**src/rtl/change_event_fifo_if.sv**
```systemverilog
// Event-in / byte-out bundle for change_event_fifo.
// The FIFO itself sits on the slave side, and the event source or sink sits on the master side.
interface change_event_fifo_if #(
  parameter int DEPTH  = 8,
  parameter int DROP_W = 8
);
  logic                     evt_valid;
  logic [1:0]               evt_chan;
  logic [7:0]               evt_data;
  logic                     out_ready;
  logic                     out_valid;
  logic [7:0]               out_byte;
  logic [$clog2(DEPTH):0]   fifo_count;
  logic                     overflow;
  logic [DROP_W-1:0]        drop_cnt;

  modport master (
    output evt_valid, evt_chan, evt_data, out_ready,
    input  out_valid, out_byte, fifo_count, overflow, drop_cnt
  );

  modport slave (
    input  evt_valid, evt_chan, evt_data, out_ready,
    output out_valid, out_byte, fifo_count, overflow, drop_cnt
  );
endinterface

```
**src/rtl/change_event_fifo.sv**
```systemverilog
// Buffers change events and serializes each one as two bytes:
// first a header {2'b10, chan, seq}, then the data byte.
module change_event_fifo #(
  parameter int DEPTH  = 8,
  parameter int DROP_W = 8
) (
  input  logic              clk,
  input  logic              rst_n,   // active-high despite the name
  change_event_fifo_if.slave bus
);
  // state | meaning
  // IDLE  | nothing presented, out_byte = 8'h00
  // HDR   | header byte of the head entry presented
  // DATA  | data byte of the head entry presented, popped on handshake

  localparam int AW = $clog2(DEPTH);
  localparam int CW = AW + 1;

  typedef enum logic [1:0] {
    IDLE = 2'd0,
    HDR  = 2'd1,
    DATA = 2'd2
  } state_t;

  state_t            state;
  state_t            state_nxt;
  logic [13:0]       mem [DEPTH];
  logic [AW-1:0]     wr_ptr;
  logic [AW-1:0]     rd_ptr;
  logic [CW-1:0]     count;
  logic [3:0]        seq;
  logic              overflow;
  logic [DROP_W-1:0] drop_cnt;
  logic              full;
  logic              push;
  logic              pop;
  logic              drop;
  logic [13:0]       head;

  // Entry layout: {chan[13:12], data[11:4], seq[3:0]}
  assign full = (count == CW'(DEPTH));
  assign pop  = (state == DATA) && bus.out_ready;
  assign push = bus.evt_valid && (!full || pop);
  assign drop = bus.evt_valid && full && !pop;
  assign head = mem[rd_ptr];

  always_ff @(posedge clk) begin
    if (push && !rst_n) begin
      mem[wr_ptr] <= {bus.evt_chan, bus.evt_data, seq};
    end
  end

  always_ff @(posedge clk or posedge rst_n) begin
    if (rst_n) begin
      wr_ptr   <= '0;
      rd_ptr   <= '0;
      count    <= '0;
      seq      <= '0;
      overflow <= 1'b0;
      drop_cnt <= '0;
    end else begin
      if (push) begin
        wr_ptr <= wr_ptr + AW'(1);
        seq    <= seq + 4'd1;
      end
      if (pop) begin
        rd_ptr <= rd_ptr + AW'(1);
      end
      case ({push, pop})
        2'b10:   count <= count + CW'(1);
        2'b01:   count <= count - CW'(1);
        default: count <= count;
      endcase
      if (drop) begin
        overflow <= 1'b1;
        if (drop_cnt != {DROP_W{1'b1}}) begin
          drop_cnt <= drop_cnt + DROP_W'(1);
        end
      end
    end
  end

  always_ff @(posedge clk or posedge rst_n) begin
    if (rst_n) begin
      state <= IDLE;
    end else begin
      state <= state_nxt;
    end
  end

  // The DATA exit uses the count from before the pop.
  // A push on the last pop therefore still goes through IDLE.
  always_comb begin
    state_nxt = state;
    case (state)
      IDLE: if (count != '0) state_nxt = HDR;
      HDR:  if (bus.out_ready) state_nxt = DATA;
      DATA: if (bus.out_ready) state_nxt = (count > CW'(1)) ? HDR : IDLE;
      default: state_nxt = IDLE;
    endcase
  end

  always_comb begin
    bus.out_valid = 1'b0;
    bus.out_byte  = 8'h00;
    case (state)
      HDR: begin
        bus.out_valid = 1'b1;
        bus.out_byte  = {2'b10, head[13:12], head[3:0]};
      end
      DATA: begin
        bus.out_valid = 1'b1;
        bus.out_byte  = head[11:4];
      end
      default: ;
    endcase
  end

  assign bus.fifo_count = count;
  assign bus.overflow   = overflow;
  assign bus.drop_cnt   = drop_cnt;
endmodule

```
**src/flat_wrapper.sv**
```systemverilog
// flat-port wrapper written by rule: the top's interface ports become plain ports
module change_event_fifo_flat 
#(
  parameter int DEPTH  = 8,
  parameter int DROP_W = 8
)
  (clk, rst_n, bus_evt_valid, bus_evt_chan, bus_evt_data, bus_out_ready, bus_out_valid, bus_out_byte, bus_fifo_count, bus_overflow, bus_drop_cnt);
  change_event_fifo_if #(.DEPTH(DEPTH), .DROP_W(DROP_W)) bus_i ();
  input  logic clk;
  input  logic rst_n;
  input wire logic [$bits(bus_i.evt_valid)-1:0] bus_evt_valid;
  input wire logic [$bits(bus_i.evt_chan)-1:0] bus_evt_chan;
  input wire logic [$bits(bus_i.evt_data)-1:0] bus_evt_data;
  input wire logic [$bits(bus_i.out_ready)-1:0] bus_out_ready;
  output wire logic [$bits(bus_i.out_valid)-1:0] bus_out_valid;
  output wire logic [$bits(bus_i.out_byte)-1:0] bus_out_byte;
  output wire logic [$bits(bus_i.fifo_count)-1:0] bus_fifo_count;
  output wire logic [$bits(bus_i.overflow)-1:0] bus_overflow;
  output wire logic [$bits(bus_i.drop_cnt)-1:0] bus_drop_cnt;
  assign bus_i.evt_valid = bus_evt_valid;
  assign bus_i.evt_chan = bus_evt_chan;
  assign bus_i.evt_data = bus_evt_data;
  assign bus_i.out_ready = bus_out_ready;
  assign bus_out_valid = bus_i.out_valid;
  assign bus_out_byte = bus_i.out_byte;
  assign bus_fifo_count = bus_i.fifo_count;
  assign bus_overflow = bus_i.overflow;
  assign bus_drop_cnt = bus_i.drop_cnt;
  change_event_fifo #(.DEPTH(DEPTH), .DROP_W(DROP_W)) u_core (.clk(clk), .rst_n(rst_n), .bus(bus_i));
endmodule
```
**config.mk**
```make
export PLATFORM = sky130hd
export DESIGN_NAME = change_event_fifo_flat
export DESIGN_NICKNAME = d
export VERILOG_FILES = /design/src/rtl/change_event_fifo_if.sv /design/src/rtl/change_event_fifo.sv /design/src/flat_wrapper.sv
export SDC_FILE = /design/constraint.sdc
export NUM_CORES = 1
export LEC_CHECK = 0
export ABC_AREA = 1
export CORE_AREA = 2 2 109 111
export DETAILED_ROUTE_END_ITERATION = 6
export DIE_AREA = 0 0 111 113
export PLACE_DENSITY = 0.73
export SLEW_MARGIN = 20
export SYNTH_ARGS = -nofsm -noshare
export SYNTH_HDL_FRONTEND = slang
export SYNTH_SLANG_ARGS = --single-unit
```
**constraint.sdc**
```tcl
create_clock -name clk -period 4 [get_ports clk]
set_clock_uncertainty 0.15 [all_clocks]
set_input_delay 0.8 -clock clk [delete_from_list [all_inputs] [get_ports clk]]
set_output_delay 0.8 -clock clk [all_outputs]
set_load 0.1 [all_outputs]
```
==> Word level (Yosys, flattened, before mapping) <==
Memories as Yosys holds them, arrays and structs flattened.
Cells that the tools add are included.
{ "op_classes": {"n_lt_le_gt_ge": 1, "n_mux": 10, "add_sub_neg": 6, "reduce_logical": 15, "n_eq_ne": 9} }
{ "ops": {"columns": ["operator", "n"], "rows": [
  ["case mux 8 bit (2 select lines)", 1],
  ["adder 4 x 1 -> 4 bit, second input constant", 2],
  ["adder 8 x 1 -> 8 bit, second input constant", 1],
  ["inequality test 8 bit, second input constant", 1],
  ["case mux 4 bit (2 select lines)", 1],
  ["adder 3 x 1 -> 3 bit, second input constant", 2],
  ["2-to-1 mux 2 bit", 3],
  ["case mux 2 bit (3 select lines)", 1],
  ["logical AND 1 bit", 5],
  ["== test 2 x 1 -> 1 bit, second input constant", 2],
  ["== test 2 bit, second input constant", 2],
  ["== test 4 bit, second input constant", 1],
  ["> comparator 4 x 1 -> 1 bit, second input constant", 1],
  ["2-to-1 mux 1 bit", 4],
  ["inequality test 2 bit, second input constant", 2],
  ["nonzero test 4 bit", 1],
  ["subtractor 4 x 1 -> 4 bit, second input constant", 1],
  ["logical NOT 1 bit", 3],
  ["AND reduction 3 bit", 1],
  ["logical NOT 2 bit", 1],
  ["inequality test 2 x 1 -> 1 bit, second input constant", 1],
  ["AND reduction 2 bit", 1],
  ["nonzero test 2 bit", 1],
  ["OR reduction 2 bit", 1],
  ["logical OR 1 bit", 1]
]} }
{ "word_totals": {"n_memories": 1, "inputBits": 14, "output_inout_bits": 22, "regBits": 25, "ramBits": 112} }
{ "memory_table": {"columns": ["memory", "depth", "word_bits", "rd", "rd_clocked_by_memory_dff", "wr", "line_no", "rtl"], "rows": [
  ["u_core.mem", 8, 14, 1, 0, 1, "change_event_fifo.sv:27", "logic [13:0] mem [DEPTH];"]
]} }

==> Depth between registers and ports, before layout <==
{ "depth": {"ltp_word": 7, "mapped_depth": 12} }

==> Worst setup path after synthesis <==
Ideal clock, no wire load.
{ "synth_path": {"path_type": "register -> output", "from": "register u_core.state[0]", "to": "output bus_out_byte[0]", "arrival_ps": 3106, "path_slack_ps": -56, "stages_incl_launch_ff": 5, "cell_sequence": "dfrtp_1 -> inv_1 -> ha_1 -> inv_1 -> a21oi_1"} }
{ "synth_via": {"elab_chain_cells": 2, "word_cells_on_any_way": 3, "classes_between": "eq/ne (2); mux (1)"} }
{ "synth_rtl": {"columns": ["item", "line_no", "rtl"], "rows": [
  ["from (decl)", "change_event_fifo.sv:25", "state_t state;"],
  ["from (signal assigned)", "change_event_fifo.sv:87", "state <= state_nxt;"],
  ["== test 2 bit or == test 2 x 1 -> 1 bit (tied branches)", "change_event_fifo.sv:106", "case (state)"],
  ["case mux 8 bit (2 select lines) *", "change_event_fifo.sv:106", null],
  ["to (decl)", "flat_wrapper.sv:16", "output wire logic [$bits(bus_i.out_byte)-1:0] bus_out_byte;"]
]} }
Mark *: on every way between the ends. The rest lies on a longest branch, timed or not.

==> Worst setup path after layout <==
{ "layout_path": {"from": "register u_core.rd_ptr[1]", "to": "output bus_out_byte[1]"} }
{ "layout_via": {"elab_chain_cells": 2} }
{ "layout_rtl": {"columns": ["item", "line_no", "rtl"], "rows": [
  ["from (decl)", "change_event_fifo.sv:29", "logic [AW-1:0] rd_ptr;"],
  ["from (signal assigned)", "change_event_fifo.sv:67", "rd_ptr <= rd_ptr + AW'(1);"],
  ["memory read (8 x 14 bit)", null, null],
  ["case mux 8 bit (2 select lines)", "change_event_fifo.sv:106", null]
]} }
No other way between the ends.

==> results.md <==
- Setup CP Type: reg -> out
- Unique masters post-synth: 27
- First-pass GRT wire length: 20,700 um
- DR vias: 4,111
- Hold Vio Cnt, Final: 0
- CTS-repair resized insts: 0
- CTS Buf Count: 17
- Clk_lat worst skew: 0.41 ns
- EDFF count, synth: 112
- Largest net degree at the start of global routing: 58
- GP Congestion: 0.823
- Ranking of synthesized cells by area: edfxtp_1 (55%), nand2_1 (12%), dfrtp_1 (10%)
- Fraction of registers with async set/reset: 0.182
- Worst flop-to-flop path startpoint: u_core.state[0]$_DFFE_PP0P_
- Hold EP: u_core.bus.overflow$_DFFE_PP0P_
- HP Class: reg -> reg
- Cell row count: 39
- CP Data Required Time: 3.05 ns
- Nets: 658
- Initial cell density of the core: 0.540
- Vias in the first global route: 4,067
- DPL Wire Length: 7810 um
- CTS hold repair buffers: 0
- Slew Viols, Final: 0
- Hold path startpoint: u_core.bus.overflow$_DFFE_PP0P_
- Ys flop type: edfxtp_1
- Core area: 11,300 um2
- WL/cell: 16.5 um
- Initial antenna violation count: 0
- Share of layout cells above drive strength 1: 0.0916
- Clock Tree Root: clkbuf_16
- Register-to-register setup slack: 1.14 ns
- Final Critical Period: 3.34 ns
- Final ANT Viol Nets: 0
- Die footprint: 12,500 um2
- Vias per cell: 5.22
- Routed WL: 13,000 um
- Hold WS: 0.319 ns
- Synthesized cell area: 6090 um2
- Tot GR Track Use: 0.215
- Seq/Total Area, Yosys: 0.655
- Setup bufs post-CTS: 0
- Worst Path Arrival: 2.39 ns
- Hold path cells: 2
- CP Launch Type: register
- IO Pins: 36
- Peak supply drop: 658 uV
- Most frequent cell after synthesis: nand2_1
- Reg2reg end: u_core.mem[2][1]$_DFFE_PP_
- Htree depth: 4
- Post-synthesis register bit count: 137
- Avg Inst Size Synth: 10.4 um2
- Number of max-cap violations: 0
- Final setup fails: 0
- Clk slew on worst S/H paths: 0.06 ns
- Commonest cells in the synthesized netlist: nand2_1 (191), edfxtp_1 (112), nand3_1 (73)
- Syn-to-layout area delta: 19.4%
- CP Capture Type: output port
- Synth area leader: edfxtp_1
- Synth warnings: 0
- Clock Tree Buf Depth: 2
- Drt first-iter violations: 370
- Relative slew slack: 0.339
- Placed insts: 755
- Reg2Reg Depth: 9
- PwrDens: 816 nW/um2
- Final cell count without fillers: 787
- CTS tree: yes
- N_diodes: 0
- DRT Pass-1 Iters: 5
- Status: complete, no violations
- Highest Clock Rate: 299 MHz
- Syn Nets: 611
- Part of the cycle the worst path needs: 0.836
- Total gr overflow: 0
- Slew @ Worst Pin: 0.989 ns
- Clock sinks: 137
- Unrepaired setup endpoints after global routing: no
- Share of the synthesized area in the top cell type: 0.553
- Die height: 113 um
- Layout filler cell count: 833
- Residual DRC: 0
- PortBufs: 35
- CP Max Fanout: 28
- Leak Pwr: 0.00306 uW
- Cells after Synth: 584
- DIE WIDTH: 111 um
[registers in the layout, summed over array words and instances (netlist names)]
name / flops
u_core.wr_ptr: 3
u_core.bus.overflow: 1
u_core.bus.drop_cnt: 8
u_core.rd_ptr: 3
u_core.mem: 112
u_core.state: 2
u_core.bus.fifo_count: 4
u_core.seq: 4
[cells by family after synthesis]
group / after synthesis / synth area share
AND/OR/NAND/NOR: 298 / 0.204
flip-flops: 137 / 0.655
buffers and inverters: 94 / 0.0674
AO/OA/AOI/OAI: 25 / 0.0218
XOR/XNOR: 17 / 0.0245
adder cells (fa/ha/maj): 13 / 0.0267
[per-layer routing]
metal | track usage | vias up | share of wire
met5 | 0 | - | 0
met4 | 0.0817 | 0 | 0.020
met3 | 0.0562 | 29 | 0.059
met2 | 0.362 | 133 | 0.50
met1 | 0.271 | 1942 | 0.42
li1 | - | 2007 | -
[worst max-delay path: stages, from the launching register on]
cell,delay [ns]
dfrtp_1,0.56
inv_2,0.51
nand3_1,0.17
nand3_1,0.10
nand3_1,0.11
a21oi_1,0.31
buf_12,0.22
[how the worst max path moves through the flow]
| stage | start | endpoint | slack, ns | cells after the start |
|---|---|---|---|---|
| global placement | bus_out_ready | u_core.mem[2][13]$_DFFE_PP_ | 1.08 | 8 |
| floorplan | u_core.state[0]$_DFFE_PP0P_ | bus_out_byte[0] | -0.06 | 4 |
| global route | u_core.rd_ptr[1]$_DFFE_PP0N_ | bus_out_byte[1] | 0.54 | 6 |
| finish | u_core.rd_ptr[1]$_DFFE_PP0N_ | bus_out_byte[1] | 0.66 | 6 |
| detailed placement | bus_out_ready | u_core.mem[5][7]$_DFFE_PP_ | 1.07 | 6 |
| CTS | u_core.rd_ptr[1]$_DFFE_PP0N_ | bus_out_byte[1] | 0.64 | 6 |
[stage by stage]
| step | utilization | instance area [um2] | power (uW) | setup slack (ns) | TNS (ns) |
|---|---|---|---|---|---|
| 3_5_place_dp | 0.594 | 6700 | 4420 | 1.07 | 0 |
| 2_1_floorplan | - | 6090 | 3730 | -0.0561 | -0.393 |
| 5_1_grt | 0.645 | 7270 | 6210 | 0.539 | 0 |
| 3_3_place_gp | 0.594 | 6700 | 4360 | 1.08 | 0 |
| 4_1_cts | 0.645 | 7270 | 5940 | 0.640 | 0 |
| 6_report | 0.645 | 7270 | 5930 | 0.656 | 0 |
[report_power, final]
group / internal [uW] / total (uW) / switching (uW)
registers: 1790 / 1970 / 185
clock network: 964 / 1510 / 545
logic: 719 / 2450 / 1730
total: 3470 / 5930 / 2460
[cells in the final DEF (no fill, tap or decap), types with 3 or more instances in the layout]
cell type,instances
nand2_1,191
edfxtp_1,112
ha_1,13
or2_2,3
xnor2_1,9
nor3_2,4
nor2_1,20
buf_12,9
xor2_1,8
inv_1,70
clkinv_1,6
bufinv_16,3
clkbuf_1,3
clkdlybuf4s50_1,26
nand3_1,73
dfrtp_1,25
o21ai_0,8
buf_4,15
a21oi_1,11
nand4_1,3
clkbuf_16,17
[area by class of cell]
cell class | instances | area [um2] | share of cell area
Sequential cell | 137 | 3990 | 0.549
Multi-Input combinational cell | 353 | 1710 | 0.235
Timing Repair Buffer | 50 | 553 | 0.0761
Clock buffer | 20 | 437 | 0.0601
Inverter | 72 | 270 | 0.0372
Tap cell | 143 | 179 | 0.0246
Clock inverter | 12 | 131 | 0.0181
(Power assumes the default switching activity.)
